**config.mk**
```make
export PLATFORM = sky130hd
export DESIGN_NAME = dcache_wb
export DESIGN_NICKNAME = d
export VERILOG_FILES = /design/src/rtl/dcache_pkg.sv /design/src/rtl/dcache_line_array.sv /design/src/rtl/dcache_wb.sv
export SDC_FILE = /design/constraint.sdc
export NUM_CORES = 2
export LEC_CHECK = 0
export CORE_MARGIN = 2
export CORE_UTILIZATION = 54
export CTS_CLUSTER_DIAMETER = 150
export DETAILED_ROUTE_END_ITERATION = 8
export PLACE_DENSITY = 0.77
export REMOVE_ABC_BUFFERS = 1
export SYNTH_ARGS = -nofsm -noshare
export SYNTH_HDL_FRONTEND = slang
export SYNTH_SLANG_ARGS = --single-unit
```
**constraint.sdc**
```tcl
create_clock -name clk -period 46.7 [get_ports clk]
set_input_delay 11.675 -clock clk [delete_from_list [all_inputs] [get_ports clk]]
set_output_delay 11.675 -clock clk [all_outputs]
set_load 0.02 [all_outputs]
```
**src/rtl/dcache_pkg.sv**
```systemverilog
// Shared types and constants for the direct-mapped write-back data cache.
package dcache_pkg;

  typedef enum logic [1:0] {
    COMPARE   = 2'd0,
    WRITEBACK = 2'd1,
    ALLOCATE  = 2'd2
  } state_t;

  localparam int WORDS_PER_BLOCK = 4;
  localparam int WORD_W          = 32;
  localparam int BLOCK_W         = WORDS_PER_BLOCK * WORD_W;
  localparam int ADDR_W          = 30;
  localparam int OFFSET_W        = 2;
  localparam int BLOCK_ADDR_W    = ADDR_W - OFFSET_W;

  // Replace one 32-bit word of a block, leaving the other words intact.
  function automatic logic [BLOCK_W-1:0] merge_word(
    input logic [BLOCK_W-1:0]  blk,
    input logic [OFFSET_W-1:0] sel,
    input logic [WORD_W-1:0]   word
  );
    logic [BLOCK_W-1:0] result;
    result = blk;
    result[sel*WORD_W +: WORD_W] = word;
    return result;
  endfunction

endpackage

```
**src/rtl/dcache_line_array.sv**
```systemverilog
// Valid/dirty/tag/data storage for the data cache: combinational indexed read,
// single-word write and whole-block fill, cleared by the asynchronous reset.
module dcache_line_array
  import dcache_pkg::*;
#(
  parameter int INDEX_W = 3,
  parameter int TAG_W   = BLOCK_ADDR_W - INDEX_W
) (
  input  logic                clk,
  input  logic                rst,
  input  logic [INDEX_W-1:0]  index,
  output logic                line_valid,
  output logic                line_dirty,
  output logic [TAG_W-1:0]    line_tag,
  output logic [BLOCK_W-1:0]  line_data,
  input  logic                word_we,
  input  logic [OFFSET_W-1:0] word_sel,
  input  logic [WORD_W-1:0]   word_data,
  input  logic                fill_we,
  input  logic [TAG_W-1:0]    fill_tag,
  input  logic [BLOCK_W-1:0]  fill_data
);

  localparam int LINES = 1 << INDEX_W;

  logic [LINES-1:0]   valid_q;
  logic [LINES-1:0]   dirty_q;
  logic [TAG_W-1:0]   tag_q  [LINES];
  logic [BLOCK_W-1:0] data_q [LINES];

  assign line_valid = valid_q[index];
  assign line_dirty = dirty_q[index];
  assign line_tag   = tag_q[index];
  assign line_data  = data_q[index];

  // Fill and word write never coincide: fill happens only in ALLOCATE,
  // word writes only on a COMPARE hit.
  always_ff @(posedge clk or posedge rst) begin
    if (rst) begin
      valid_q <= '0;
      dirty_q <= '0;
      for (int i = 0; i < LINES; i++) begin
        tag_q[i]  <= '0;
        data_q[i] <= '0;
      end
    end else if (fill_we) begin
      valid_q[index] <= 1'b1;
      dirty_q[index] <= 1'b0;
      tag_q[index]   <= fill_tag;
      data_q[index]  <= fill_data;
    end else if (word_we) begin
      dirty_q[index] <= 1'b1;
      data_q[index]  <= merge_word(data_q[index], word_sel, word_data);
    end
  end

endmodule

```
**src/rtl/dcache_wb.sv**
```systemverilog
// Direct-mapped write-back, write-allocate D-cache with block-wide memory handshake.
// Optional hit/miss counters are built when DCACHE_STATS_EN is defined.
module dcache_wb
  import dcache_pkg::*;
#(
  parameter int INDEX_W = 3
) (
  input  logic                    clk,
  input  logic                    proc_reset,
  input  logic                    proc_read,
  input  logic                    proc_write,
  input  logic [ADDR_W-1:0]       proc_addr,
  input  logic [WORD_W-1:0]       proc_wdata,
  output logic                    proc_stall,
  output logic [WORD_W-1:0]       proc_rdata,
  output logic                    mem_read,
  output logic                    mem_write,
  output logic [BLOCK_ADDR_W-1:0] mem_addr,
  output logic [BLOCK_W-1:0]      mem_wdata,
  input  logic [BLOCK_W-1:0]      mem_rdata,
  input  logic                    mem_ready
`ifdef DCACHE_STATS_EN
  ,
  output logic [31:0]             hit_count,
  output logic [31:0]             miss_count
`endif
);

  localparam int TAG_W = BLOCK_ADDR_W - INDEX_W;

  state_t state, next_state;

  logic [OFFSET_W-1:0] offset;
  logic [INDEX_W-1:0]  index;
  logic [TAG_W-1:0]    tag;
  logic                active;
  logic                hit;
  logic                line_valid;
  logic                line_dirty;
  logic [TAG_W-1:0]    line_tag;
  logic [BLOCK_W-1:0]  line_data;
  logic                word_we;
  logic                fill_we;

  assign offset = proc_addr[OFFSET_W-1:0];
  assign index  = proc_addr[INDEX_W+OFFSET_W-1:OFFSET_W];
  assign tag    = proc_addr[ADDR_W-1:INDEX_W+OFFSET_W];
  assign active = proc_read | proc_write;
  assign hit    = active & line_valid & (line_tag == tag);

  assign proc_stall = active & ((state != COMPARE) | ~hit);
  assign proc_rdata = line_data[offset*WORD_W +: WORD_W];

  // A write miss lands here too, on the re-compare after the fill.
  assign word_we = (state == COMPARE) & proc_write & hit;
  assign fill_we = (state == ALLOCATE) & mem_ready;

  dcache_line_array #(
    .INDEX_W(INDEX_W),
    .TAG_W  (TAG_W)
  ) u_lines (
    .clk       (clk),
    .rst       (proc_reset),
    .index     (index),
    .line_valid(line_valid),
    .line_dirty(line_dirty),
    .line_tag  (line_tag),
    .line_data (line_data),
    .word_we   (word_we),
    .word_sel  (offset),
    .word_data (proc_wdata),
    .fill_we   (fill_we),
    .fill_tag  (tag),
    .fill_data (mem_rdata)
  );

  always_ff @(posedge clk or posedge proc_reset) begin
    if (proc_reset) state <= COMPARE;
    else            state <= next_state;
  end

  // Memory outputs depend on state only; the victim stays stable in WRITEBACK
  // because the line array is not written until the fill.
  always_comb begin
    next_state = state;
    mem_read   = 1'b0;
    mem_write  = 1'b0;
    mem_addr   = '0;
    mem_wdata  = '0;
    case (state)
      COMPARE: begin
        if (active && !hit)
          next_state = (line_valid && line_dirty) ? WRITEBACK : ALLOCATE;
      end
      WRITEBACK: begin
        mem_write = 1'b1;
        mem_addr  = {line_tag, index};
        mem_wdata = line_data;
        if (mem_ready) next_state = ALLOCATE;
      end
      ALLOCATE: begin
        mem_read = 1'b1;
        mem_addr = {tag, index};
        if (mem_ready) next_state = COMPARE;
      end
      default: next_state = COMPARE;
    endcase
  end

`ifdef DCACHE_STATS_EN
  logic recompare;

  // The cycle right after a fill is a re-compare and is not a first-try hit.
  always_ff @(posedge clk or posedge proc_reset) begin
    if (proc_reset) begin
      recompare  <= 1'b0;
      hit_count  <= '0;
      miss_count <= '0;
    end else begin
      recompare <= fill_we;
      if (state == COMPARE && hit && !recompare)
        hit_count <= hit_count + 32'd1;
      if (state == COMPARE && next_state != COMPARE)
        miss_count <= miss_count + 32'd1;
    end
  end
`endif

endmodule

```
==> results.yml <==
run_status:
  status: "complete, no violations"
setup_path:
  path_common_cell: "buf_4"
  worstPathArrival_ps: 16780
  worst_path_largest_cell_delay_ps: 960
  r2r_setup_slack_ps: 41310
  r2r_cells: 9
  cp_max_fo: 80
  crit_path_cell_trace: "buf_4, buf_4, and3_4, buf_4, buf_4, a222oi_1, a31oi_1, clkdlybuf4s50_1"
  worstSetupPathType: "in2out"
  crit_path_end_kind: "output port"
  critical_path.startpoint_type: "primary input"
  reg2reg_from: "u_lines.tag_q[51]"
  slowest_stage: "buf_4"
  worst_r2r_endpoint: "u_lines.data_q[699]"
  cp.required_ps: 35030
sta:
  hold_viol: 0
  period_share: 0.609
  fin_tns_setup_ps: 0
  setup_viol: 0
  fin_ws_ps: 18250
  maxSlewViolCount: 0
  whs_ps: 463
  maxSlewHeadroom: 0.180
  max_freq_ghz: 0.0351
  rsz0062_at_grt: "no"
  finClkSkew_ps: 34.2
  finalCriticalPeriod_ps: 28450
  max_slew.worst_pin.slew_ps: 1230
cells_and_area:
  finish.utilization: 0.626
  drive_above_1_share: 0.202
  final_common_cell: "dfrtp_1"
  layout_common_cells: "1242 x dfrtp_1, 774 x a2bb2oi_1, 403 x a22oi_1, 381 x clkdlybuf4s50_1, 243 x mux2_2"
  nFillCells: 8031
  area_growth_syn_to_layout_pct: 15.2
  final_nets: 4863
  final_area_um2: 66900
cts:
  cts_resized: 0
  ctsHoldBuffers: 0
  clock_tree.buffer_depth: 3
  clk_pin_slew_worst_paths_ps: 60
  cts-buffers-inserted: 132
  cts_max_level: 4
  cts_setup_buffers: 0
  clock_sinks: 1242
  clk_latency_ps: 760
  tritoncts: "built"
  cts_root_buf: "clkbuf_16"
floorplanning:
  die_width_um: 332
  start_util: 0.543
  num_rows: 120
  core_region_area_um2: 107000
  die-area_um2: 110000
  ios: 386
  die_y_um: 332
yosys:
  ys_async_sr_fraction: 1.00
  synth_cells: 4524
  ys_types: 70
  synth-seq-cells: 1242
  avgSynthCellArea_um2: 12.8
  seq_area_frac_synth: 0.536
  synth_edf_count: 0
  yosys_warnings: 0
  synth.cell_area_um2: 58000
  yosys_most_used_dff: "dfrtp_1"
global_route:
  antenna_found_initial: 11
  overflow: 0
  grtUsageMet2: 0.510
  top_usage_layer: "met2"
  gr-usage-met1: 0.460
  grt_start_max_net_pins: 193
  grt_pass1_wl_um: 286000
  grtUsageMet3: 0.0885
  track_usage: 0.338
  grt_pass1_vias: 44900
hold_path:
  min_path_cells: 1
  hold_end: "u_lines.valid_q[6]"
  hp-class: "reg2reg"
  hold_start: "u_lines.valid_q[6]"
power_and_ir_drop:
  power_density_nw_per_um2: 63.4
  p_leak_nw: 26.8
  peakVddDrop_mv: 0.0339
placed_design:
  dpl.hpwl_um: 105000
  post-place-ws_ps: 18480
  io_buffers: 385
  gp_congestion: 0.854
  place_area_um2: 62400
flow_run:
  maxCapViolations: 0
detailed_routing:
  vias: 44600
  routedWlPerCell_um: 30.6
  viasPerCell: 7.23
  drt-total-wl_um: 189000
  antenna_left: 0
  drt-pass1-iter-count: 6
  drc: 0
  drt-initial-drc-count: 5730
-- metrics by stage --
| step | total power [mW] | instances |
|---|---|---|
| floorplan | 2.83 | 4036 |
| global placement | 3.07 | 5929 |
| finish | 4.24 | 6164 |
| CTS | 4.22 | 6159 |
| detailed placement | 3.13 | 5929 |
| global route | 4.42 | 6162 |
-- worst max path at each step --
stage            startpoint                         end  cells past startpoint
3_3_place_gp   proc_addr[2]              proc_rdata[30]                     10
6_report       proc_addr[2]               mem_wdata[99]                      8
5_1_grt        proc_addr[2]               mem_wdata[99]                      8
3_5_place_dp   proc_addr[2]              proc_rdata[30]                     10
4_1_cts        proc_addr[2]              proc_rdata[30]                     10
2_1_floorplan    proc_reset  asynchronous set/reset pin                      1
-- Yosys cell counts (77+ instances only) --
master     count  area (um2)
nor2_1        95         357
mux2_2       243        2740
dfrtp_1     1242       31100
and2_1       100         626
a2bb2oi_2    194        2910
mux2i_1       77         771
a22o_1        96         841
o22ai_2      100        1250
nand2_1      102         383
buf_2        123         616
a2bb2oi_1    774        6780
a22oi_1      403        3030
nand4_1       83         519
clkbuf_1     300        1130
-- layout make-up --
class / count / area (um2) / share of cell area
antenna: 5 / 12.5 / 0.000187
clock buffer: 184 / 3780 / 0.0565
clock inverter: 46 / 649 / 0.00971
inverter: 37 / 148 / 0.00221
multi-input combinational: 2757 / 24700 / 0.370
sequential: 1242 / 31100 / 0.465
tap: 1403 / 1760 / 0.0262
timing repair buffer: 490 / 4730 / 0.0707
-- metal layers --
metal	vias up	share of wire
met1	23200	0.40
met3	533	0.11
met2	2783	0.45
li1	18100	-
met4	14	0.047
met5	-	0.00054
-- report_power, final --
part | switching [mW] | leakage [nW] | total, mW | internal [mW]
Clock | 0.449 | 2.18 | 1.08 | 0.626
Sequential | 0.330 | 14.3 | 1.95 | 1.62
Combinational | 0.525 | 10.3 | 1.21 | 0.686
-- critical path, delay by kind of cell --
family	cells	cell delay, ps
AOI/OAI and AO/OA	2	990
buffers and inverters	5	3540
and+or+nand+nor	1	450
-- kinds of logic after synthesis --
family	synth area share
multiplexers	0.0818
AO/OA/AOI/OAI	0.294
AND/OR/NAND/NOR	0.0442
XOR/XNOR	0.00166
adder cells (fa/ha/maj)	0.00172
buffers and inverters	0.0415
flip-flops	0.536
-- flip-flops by register name, summed over array words and instances, names as in the netlist, named ones only --
name and cells:
u_lines.valid_q 8, u_lines.tag_q 200, state 2, u_lines.data_q 1024
Power figures use the tool's default switching activity.
